[src/rtl/uart_instr_loader.sv]
// uart_instr_loader
//   Parses framed load packets from the UART receive byte stream and writes
//   the packed instruction words into the instruction RAM of tiny_fsm_control.
//   Frame: 0xA5, ADDR, COUNT, COUNT*(INSTR_WIDTH/8) payload bytes (MSB first),
//   CSUM = XOR of ADDR, COUNT and all payload bytes. Each frame is answered
//   with one byte, 0x06 (ACK) or 0x15 (NAK).
//
// Ports
//   clk, rst_n         clock, asynchronous active-low reset
//   rx_data/rx_valid   received byte with 1-cycle strobe
//   tx_data/tx_valid   response byte; held until tx_ready
//   tx_ready           transmitter accept
//   wr_en/wr_addr/wr_data  instruction RAM write port (1-cycle strobe)
//   load_busy          a frame is in progress (FSM must not step/run)
//   load_done          pulses on the cycle the response byte is accepted
//   load_error         last frame was NAKed; cleared by the next 0xA5
//   words_loaded       words written by the current/last frame
//
// Handshake: the response byte transfers on every cycle where tx_valid and
// tx_ready are both high; tx_data is stable while tx_valid waits for tx_ready.
// The FSM state is held in state_q (type state_t) for hierarchical probing.
module uart_instr_loader #(
  parameter int INSTR_WIDTH    = 32,
  parameter int INSTR_DEPTH    = 256,
  parameter int TIMEOUT_CYCLES = 500000
) (
  input  logic                           clk,
  input  logic                           rst_n,
  input  logic [7:0]                     rx_data,
  input  logic                           rx_valid,
  output logic [7:0]                     tx_data,
  output logic                           tx_valid,
  input  logic                           tx_ready,
  output logic                           wr_en,
  output logic [$clog2(INSTR_DEPTH)-1:0] wr_addr,
  output logic [INSTR_WIDTH-1:0]         wr_data,
  output logic                           load_busy,
  output logic                           load_done,
  output logic                           load_error,
  output logic [$clog2(INSTR_DEPTH):0]   words_loaded
);

  localparam int AW  = $clog2(INSTR_DEPTH);
  localparam int BPW = INSTR_WIDTH / 8;
  localparam int BW  = (BPW > 1) ? $clog2(BPW) : 1;
  localparam int TW  = $clog2(TIMEOUT_CYCLES + 1);

  localparam logic [7:0] HDR = 8'hA5;
  localparam logic [7:0] ACK = 8'h06;
  localparam logic [7:0] NAK = 8'h15;

  typedef enum logic [2:0] {
    S_IDLE, S_ADDR, S_COUNT, S_DATA, S_CSUM, S_RESP
  } state_t;

  state_t                 state_q, state_d;
  logic [AW-1:0]          ptr_q, ptr_d;         // address of the next word
  logic [7:0]             count_q, count_d;
  logic [7:0]             word_cnt_q, word_cnt_d;
  logic [BW-1:0]          byte_idx_q, byte_idx_d;
  logic [INSTR_WIDTH-1:0] word_q, word_d;
  logic [7:0]             csum_q, csum_d;
  logic [TW-1:0]          timer_q, timer_d;
  logic [7:0]             tx_data_q, tx_data_d;
  logic                   tx_valid_q, tx_valid_d;
  logic                   wr_en_q, wr_en_d;
  logic [AW-1:0]          wr_addr_q, wr_addr_d;
  logic [INSTR_WIDTH-1:0] wr_data_q, wr_data_d;
  logic                   load_error_q, load_error_d;
  logic [AW:0]            words_loaded_q, words_loaded_d;

  logic                   mid_frame;
  logic [INSTR_WIDTH-1:0] word_next;

  always_comb begin
    state_d        = state_q;
    ptr_d          = ptr_q;
    count_d        = count_q;
    word_cnt_d     = word_cnt_q;
    byte_idx_d     = byte_idx_q;
    word_d         = word_q;
    csum_d         = csum_q;
    timer_d        = timer_q;
    tx_data_d      = tx_data_q;
    tx_valid_d     = tx_valid_q;
    wr_en_d        = 1'b0;
    wr_addr_d      = wr_addr_q;
    wr_data_d      = wr_data_q;
    load_error_d   = load_error_q;
    words_loaded_d = words_loaded_q;

    mid_frame = (state_q == S_ADDR) || (state_q == S_COUNT) ||
                (state_q == S_DATA) || (state_q == S_CSUM);
    word_next = (word_q << 8) | INSTR_WIDTH'(rx_data);

    // Idle timer: any received byte restarts the count.
    if (mid_frame) begin
      timer_d = rx_valid ? '0 : timer_q + 1'b1;
    end

    case (state_q)
      S_IDLE: begin
        if (rx_valid && rx_data == HDR) begin
          state_d        = S_ADDR;
          load_error_d   = 1'b0;
          words_loaded_d = '0;
          csum_d         = '0;
          timer_d        = '0;
          word_cnt_d     = '0;
          byte_idx_d     = '0;
          word_d         = '0;
        end
      end
      S_ADDR: begin
        if (rx_valid) begin
          ptr_d   = rx_data[AW-1:0];
          csum_d  = csum_q ^ rx_data;
          state_d = S_COUNT;
        end
      end
      S_COUNT: begin
        if (rx_valid) begin
          count_d = rx_data;
          csum_d  = csum_q ^ rx_data;
          state_d = (rx_data == 8'd0) ? S_CSUM : S_DATA;
        end
      end
      S_DATA: begin
        if (rx_valid) begin
          csum_d = csum_q ^ rx_data;
          word_d = word_next;
          if (byte_idx_q == BW'(BPW - 1)) begin
            // Word complete: the registered write strobe appears next cycle.
            byte_idx_d     = '0;
            wr_en_d        = 1'b1;
            wr_addr_d      = ptr_q;
            wr_data_d      = word_next;
            ptr_d          = (ptr_q == AW'(INSTR_DEPTH - 1)) ? '0 : ptr_q + 1'b1;
            words_loaded_d = words_loaded_q + 1'b1;
            word_cnt_d     = word_cnt_q + 8'd1;
            if ((word_cnt_q + 8'd1) == count_q) begin
              state_d = S_CSUM;
            end
          end else begin
            byte_idx_d = byte_idx_q + 1'b1;
          end
        end
      end
      S_CSUM: begin
        if (rx_valid) begin
          tx_valid_d = 1'b1;
          state_d    = S_RESP;
          if (rx_data == csum_q) begin
            tx_data_d = ACK;
          end else begin
            tx_data_d    = NAK;
            load_error_d = 1'b1;
          end
        end
      end
      S_RESP: begin
        // Incoming bytes are dropped here, even on the handshake cycle.
        if (tx_ready) begin
          tx_valid_d = 1'b0;
          state_d    = S_IDLE;
        end
      end
      default: begin
        state_d = S_IDLE;
      end
    endcase

    // Silent link mid-frame: abort and NAK; any partial word is discarded.
    if (mid_frame && !rx_valid && timer_q == TW'(TIMEOUT_CYCLES - 1)) begin
      state_d      = S_RESP;
      tx_valid_d   = 1'b1;
      tx_data_d    = NAK;
      load_error_d = 1'b1;
      word_d       = '0;
      byte_idx_d   = '0;
      timer_d      = '0;
    end
  end

  always_ff @(posedge clk or negedge rst_n) begin
    if (!rst_n) begin
      state_q        <= S_IDLE;
      ptr_q          <= '0;
      count_q        <= '0;
      word_cnt_q     <= '0;
      byte_idx_q     <= '0;
      word_q         <= '0;
      csum_q         <= '0;
      timer_q        <= '0;
      tx_data_q      <= '0;
      tx_valid_q     <= 1'b0;
      wr_en_q        <= 1'b0;
      wr_addr_q      <= '0;
      wr_data_q      <= '0;
      load_error_q   <= 1'b0;
      words_loaded_q <= '0;
    end else begin
      state_q        <= state_d;
      ptr_q          <= ptr_d;
      count_q        <= count_d;
      word_cnt_q     <= word_cnt_d;
      byte_idx_q     <= byte_idx_d;
      word_q         <= word_d;
      csum_q         <= csum_d;
      timer_q        <= timer_d;
      tx_data_q      <= tx_data_d;
      tx_valid_q     <= tx_valid_d;
      wr_en_q        <= wr_en_d;
      wr_addr_q      <= wr_addr_d;
      wr_data_q      <= wr_data_d;
      load_error_q   <= load_error_d;
      words_loaded_q <= words_loaded_d;
    end
  end

  assign tx_data      = tx_data_q;
  assign tx_valid     = tx_valid_q;
  assign wr_en        = wr_en_q;
  assign wr_addr      = wr_addr_q;
  assign wr_data      = wr_data_q;
  assign load_busy    = (state_q != S_IDLE);
  // tx_valid is only ever high in RESP, so this marks the accept cycle.
  assign load_done    = tx_valid_q & tx_ready;
  assign load_error   = load_error_q;
  assign words_loaded = words_loaded_q;

endmodule

[config.mk]
export PLATFORM = sky130hd
export DESIGN_NAME = uart_instr_loader
export DESIGN_NICKNAME = d
export VERILOG_FILES = /design/src/rtl/uart_instr_loader.sv
export SDC_FILE = /design/constraint.sdc
export NUM_CORES = 1
export LEC_CHECK = 0
export BUFFER_PORTS_ARGS = -buffer_cell sky130_fd_sc_hd__buf_2
export CAP_MARGIN = 15
export CORE_MARGIN = 8
export CORE_UTILIZATION = 60
export DETAILED_ROUTE_END_ITERATION = 7
export PLACE_DENSITY = 0.86
export SYNTH_ARGS = -nofsm -noshare
export SYNTH_HDL_FRONTEND = slang
export SYNTH_SLANG_ARGS = --single-unit
[constraint.sdc]
create_clock -name clk -period 3.35 [get_ports clk]
set_input_delay 0.1675 -clock clk [delete_from_list [all_inputs] [get_ports clk]]
set_output_delay 0.1675 -clock clk [all_outputs]
set_load 0.05 [all_outputs]
---- Word level (Yosys, flattened, before mapping) ----
Cells that the tools add are included.
cells by class
  add/subtract/negate cells ............... 5
  multiply operators ...................... 0
  divide/modulo/power cells ............... 0
  magnitude comparators ................... 0
  equal/unequal tests ..................... 25
  shift operators ......................... 0
  multiplexer cells ....................... 56
  bitwise logic cells ..................... 3
  reduce and logical (&&, ||, !) cells .... 29
operators by type and width
  operator               count
  $mux 19                5
  $mux 8                 11
  $mux 24                3
  $pmux 24 s2            1
  $pmux 8 s2             3
  $or 32x8->32           1
  $mux 3                 10
  $mux 9                 3
  $add 19x1->19 const B  1
  $eq 19x19->1 const B   1
  $pmux 3 s6             1
  $pmux 9 s2             1
  $add 8x1->8 const B    2
  $eq 8x8->1             2
  $eq 8x8->1 const B     2
  $ne 3x2->1 const B     5
  $reduce_and 3->1       4
  $reduce_and 4->1       3
  $reduce_bool 3->1      4
  $mux 1                 10
  $reduce_bool 2->1      5
  $add 9x1->9 const B    1
  $logic_not 8->1        1
  $mux 2                 4
  21 further kinds       34
word-level totals
  register bits ........................... 140
  latch bits .............................. 0
  bits in writable memories ............... 0
  bits in read-only memories .............. 0
  input bits .............................. 12
  output and inout port bits .............. 62
  logic and storage cells ................. 133
  memories ................................ 0

---- Longest topological paths before layout ----
  depth in word-level cells ............... 8
  depth in mapped cells ................... 10
  depth with buffers taken out ............ 7

---- Worst setup path before layout ----
No wires, ideal clock.
  path type ............................... register -> register
  start point ............................. register state_q[1]
  end point ............................... register timer_q[10]
  library setup time ...................... 0.121 ns
  arrival time ............................ 2.375 ns
  required time ........................... 3.229 ns
  slack ................................... 0.854 ns
  stages on the path, launching flop included .. 9
  path buffers ............................ 3
  period minus slack after synthesis ...... 2.496 ns
  path through ............................ dfrtp_1 -> or3_1 -> clkbuf_1 -> nand2_1 -> nor3_1 -> buf_2 -> a211o_1 -> buf_2 -> nor2_1
between the ends
  cells in the longest elaborated chain, start to end .. 8
  elaborated cells on any way between the ends .. 14
  classes of those cells .................. eq/ne (4); mux (4); reduce/logical (6)
RTL lines
  item                                      line  source
  start, declared                           56    state_t state_q, state_d;
  start signal, assigned                    203   state_q <= state_d;
  $eq 3x1->1 or $eq 3x2->1 (tied branches)  92    mid_frame = (state_q == S_ADDR) || (state_q == S_COUNT) ||
  $logic_or 1x1->1 (2 in series)            92
  $logic_or 1x1->1                          93    (state_q == S_DATA) || (state_q == S_CSUM);
  $mux 19                                   97    if (mid_frame) begin
  $mux 19                                   103   if (rx_valid && rx_data == HDR) begin
  $mux 19                                   101   case (state_q)
  $mux 19 (*)                               174   if (mid_frame && !rx_valid && timer_q == TW'(TIMEOUT_CYCLES - 1)) begin
  via timer_d[10]                           63    logic [TW-1:0] timer_q, timer_d;
  end signal, assigned                      210   timer_q <= timer_d;
  end, declared                             63
Mark *: on every way through the listed nets, which the timed path passes. The rest lies on a longest branch.
A chain may end at the register's enable or synchronous reset.

---- Final worst setup path ----
  start point ............................. register state_q[0]
  end point ............................... register timer_q[11]
Same word-level chain as after synthesis.

==> run_results.csv <==
group,metric,value,unit
synthesis,synth_sequential_area_ratio,53.8,%
cts,clock-root-buffer,"sky130_fd_sc_hd__clkbuf_8",
power,power.total,6.42,mW
sta,setup_viol_count_final,0,
global_routing,grt_pass1_vias,5181,
synthesis,ys_top_cells_by_area,"sky130_fd_sc_hd__dfrtp_1, sky130_fd_sc_hd__nand2_1, sky130_fd_sc_hd__a22o_1, sky130_fd_sc_hd__nor2_1, sky130_fd_sc_hd__xor2_1",
cts,cts_tree,"built",
synthesis,synth_cell_types,54,
synthesis,netlist_instances,665,
status,run_status,"finished, final reports clean",
worst_setup_path,cp.arrival,2.80,ns
floorplanning,design.die.area,14000,um^2
cts,clockBufferDepth,2,
min_path,worst_hold_path_type,"input pin to flop",
finish,final_layout_size_suffix_gt1_share,17.4,%
floorplanning,design.portCount,74,
routing,drt.antenna.violating_nets,0,
floorplanning,start_util,61.4,%
sta,slew_headroom,32.6,%
routing,drcViolationCount,0,
cts,numCtsBuffers,17,
worst_setup_path,cp_slowest_cell,"sky130_fd_sc_hd__or3_1",
min_path,min-delay-start,"rx_valid",
synthesis,synth-seq-cells,135,
flow_run,cap_violations,0,
sta,unrepaired_setup_endpoints_after_global_routing,"no",
synthesis,synth-edff-count,0,
worst_setup_path,timing.critical_path.from,"state_q[0]$_DFFE_PN0P_",
placed_design,minimum_setup_slack_after_placement,1.01,ns
synthesis,yosysMostFrequentCell,"sky130_fd_sc_hd__nand2_1",
sta,finalClockSkew,0.00608,ns
cts,cts_hold_bufs,9,
synthesis,yosys-top-cells-count,"sky130_fd_sc_hd__nand2_1, sky130_fd_sc_hd__dfrtp_1, sky130_fd_sc_hd__nor2_1, sky130_fd_sc_hd__o21ai_0, sky130_fd_sc_hd__clkbuf_1",
sta,setup_total_negative_slack,0,ns
placed_design,dp_hpwl,9.78,mm
worst_setup_path,cp_max_fo,16,
power,peakVddDrop,0.596,mV
sta,final_hold_violation_count,0,
finish,final-instance-count-excl-fill,879,
finish,antenna-diode-count,0,
worst_setup_path,timing.critical_path.cells,"or3_1, nor4_4, buf_4, a211o_1, nor2_1",
finish,layout.area.seq,3380,um^2
global_routing,globalRoute.totalOverflow,0,
finish,postLayoutCoreUtil,71.9,%
routing,routed_wirelength,14.8,mm
cts,clock_latency,0.54,ns
global_routing,grt.total_usage,22.1,%
cts,post_cts_buffers,0,
placed_design,dp_cells,839,
routing,detailedRoute.firstPassIterationCount,5,
worst_setup_path,critical_path_capture_point_type,"flop",
global_routing,grt_antenna_before_repair,0,
sta,tightestPinTransition,1.01,ns
floorplanning,floorplan.die.height,118,um
finish,fin_nets,748,
sta,clock.fmax,415,MHz
synthesis,ys_dominant_reg_cell,"sky130_fd_sc_hd__dfrtp_1",
worst_setup_path,regToRegEndpoint,"timer_q[11]$_DFF_PN0_",
sta,setup_slack,0.942,ns
cts,clock_tree.htree_level_count,4,
synthesis,synth_largest_area_cell,"sky130_fd_sc_hd__dfrtp_1",
routing,route.detailed.vias_per_inst,5.85,
worst_setup_path,critPathMaxStageDelay,0.53,ns
routing,first_iter_violations,408,
global_routing,grt_pass1_wl,25.3,mm
synthesis,syn-mean-instance-area,9.44,um^2
floorplanning,dieWidth,118,um
floorplanning,floorplan.core_area,10200,um^2
routing,detail_route.wl_per_cell,16.9,um
worst_setup_path,critical_path_class,"flop to flop",
placed_design,place.port_buffers,69,
global_routing,pin_count_of_the_biggest_net_entering_global_routing,115,
power,power_density,873,nW/um^2
min_path,min_path_cells,3,
synthesis,ys_async_sr_fraction,100,%
finish,multi_input_comb_area,2680,um^2
cts,post_cts_resized,0,
sta,period_minus_slack,2.41,ns
worst_setup_path,crit_required,3.74,ns
placed_design,place.gp.congestion,0.889,
worst_setup_path,critical_path.startpoint_type,"flop",
worst_setup_path,ff2ff_setup_slack,0.94,ns
worst_setup_path,reg2reg_from,"state_q[0]$_DFFE_PN0P_",
finish,num-fill-cells,718,
sta,slew_viol_final,0,
sta,layout_worst_path_cycle_share,71.9,%
routing,via_count,5138,
synthesis,synth-warning-count,0,
floorplanning,row_count,37,
synthesis,synth_top_area_share,53.8,%
synthesis,netlist_area_pre_place,6280,um^2
worst_setup_path,r2r.worst_path.cells,5,
finish,syn2layout_area_growth,17.2,%
cts,numClockSinks,135,
min_path,hold_end,"csum_q[1]$_DFFE_PN0P_",
cts,post_cts_clock_slew_at_the_launch_and_capture_registers_of_the_worst_setup_and_hold_paths,0.06,ns
power,total_leakage_power,3.66,nW
==> stage by stage <==
stage / hold WS (ns) / instance area [um^2]
CTS: 0.0997 / 7350
global placement: 0.363 / 6700
finish: 0.121 / 7350
detailed placement: 0.384 / 6700
floorplan: -0.128 / 6290
global route: 0.117 / 7350
==> how the worst max path moves through the flow <==
stage	slack (ns)	cells past startpoint	end
2_1_floorplan	0.85	8	timer_q[10]$_DFF_PN0_
3_3_place_gp	1.12	5	timer_q[13]$_DFF_PN0_
3_5_place_dp	1.01	5	timer_q[11]$_DFF_PN0_
4_1_cts	0.97	5	timer_q[11]$_DFF_PN0_
5_1_grt	0.79	5	timer_q[11]$_DFF_PN0_
6_report	0.94	5	timer_q[11]$_DFF_PN0_
==> flip-flops by register name, summed over array words and instances (netlist names), 2 cells and up <==
name,count
wr_data,32
word_q,24
timer_q,19
words_loaded,9
count_q,8
csum_q,8
ptr_q,8
word_cnt_q,8
wr_addr,8
state_q,3
tx_data,3
byte_idx_q,2
==> per-layer routing <==
layer | global-route usage, % | part of all wire (%)
met1 | 26.8 | 41
met2 | 35.7 | 49
met3 | 6.81 | 6.7
met4 | 10.0 | 3.0
met5 | 0 | 0
==> area by class of cell <==
cell class | instances | area share (%)
clock buffers | 19 | 6.01
clock inverters | 12 | 1.72
inverters | 10 | 0.510
multi-input cells | 479 | 36.5
flip-flops and latches | 135 | 45.9
well taps | 136 | 2.31
repair buffers | 88 | 7.03
==> logic make-up after synthesis <==
| group | share of synthesized area, % |
|---|---|
| muxes | 1.91 |
| AOI/OAI and AO/OA | 11.8 |
| buffers and inverters | 3.65 |
| other | 0.0597 |
| xor gates and xnor gates | 5.38 |
| DFF | 53.8 |
| and+or+nand+nor | 22.4 |
| adders and majority gates | 0.997 |
==> placed cells by master (no fill, tap or decap), types with 3 or more instances in the layout <==
| cell | count |
|---|---|
| sky130_fd_sc_hd__nor2_1 | 57 |
| sky130_fd_sc_hd__inv_1 | 10 |
| sky130_fd_sc_hd__dfrtp_1 | 135 |
| sky130_fd_sc_hd__or3_1 | 5 |
| sky130_fd_sc_hd__a22o_1 | 28 |
| sky130_fd_sc_hd__xor2_1 | 23 |
| sky130_fd_sc_hd__nand2b_1 | 4 |
| sky130_fd_sc_hd__dlygate4sd3_1 | 9 |
| sky130_fd_sc_hd__clkbuf_16 | 16 |
| sky130_fd_sc_hd__mux2_2 | 8 |
| sky130_fd_sc_hd__and3_1 | 6 |
| sky130_fd_sc_hd__o31ai_1 | 4 |
| sky130_fd_sc_hd__nand2_1 | 163 |
| sky130_fd_sc_hd__or2_2 | 4 |
| sky130_fd_sc_hd__nand4_1 | 12 |
| sky130_fd_sc_hd__ha_1 | 5 |
| sky130_fd_sc_hd__clkinv_2 | 5 |
| sky130_fd_sc_hd__clkbuf_8 | 3 |
| sky130_fd_sc_hd__xnor2_1 | 13 |
| sky130_fd_sc_hd__a31oi_1 | 3 |
| sky130_fd_sc_hd__nor4_1 | 5 |
| sky130_fd_sc_hd__a21o_1 | 3 |
| sky130_fd_sc_hd__conb_1 | 4 |
| sky130_fd_sc_hd__nor4b_1 | 3 |
| sky130_fd_sc_hd__buf_4 | 10 |
| sky130_fd_sc_hd__mux2i_1 | 3 |
| sky130_fd_sc_hd__o21ai_0 | 37 |
| sky130_fd_sc_hd__nor3_1 | 9 |
| sky130_fd_sc_hd__buf_2 | 68 |
| sky130_fd_sc_hd__a21oi_1 | 21 |
| sky130_fd_sc_hd__nand3_1 | 23 |
| sky130_fd_sc_hd__and2_1 | 3 |
| sky130_fd_sc_hd__o41ai_1 | 3 |
==> power by group <==
group          internal (mW)  total, mW  switching [mW]
Sequential              2.09       2.44           0.352
Clock                   1.09       1.78           0.692
Combinational          0.611       2.20            1.59
==> critical path: cells and delay by family, from the launching register on <==
kind	cells	cell delay (ns)
flops	1	0.49
simple gates	3	1.05
buf+inv	1	0.26
compound gates	1	0.45
Power figures use the tool's default switching activity.
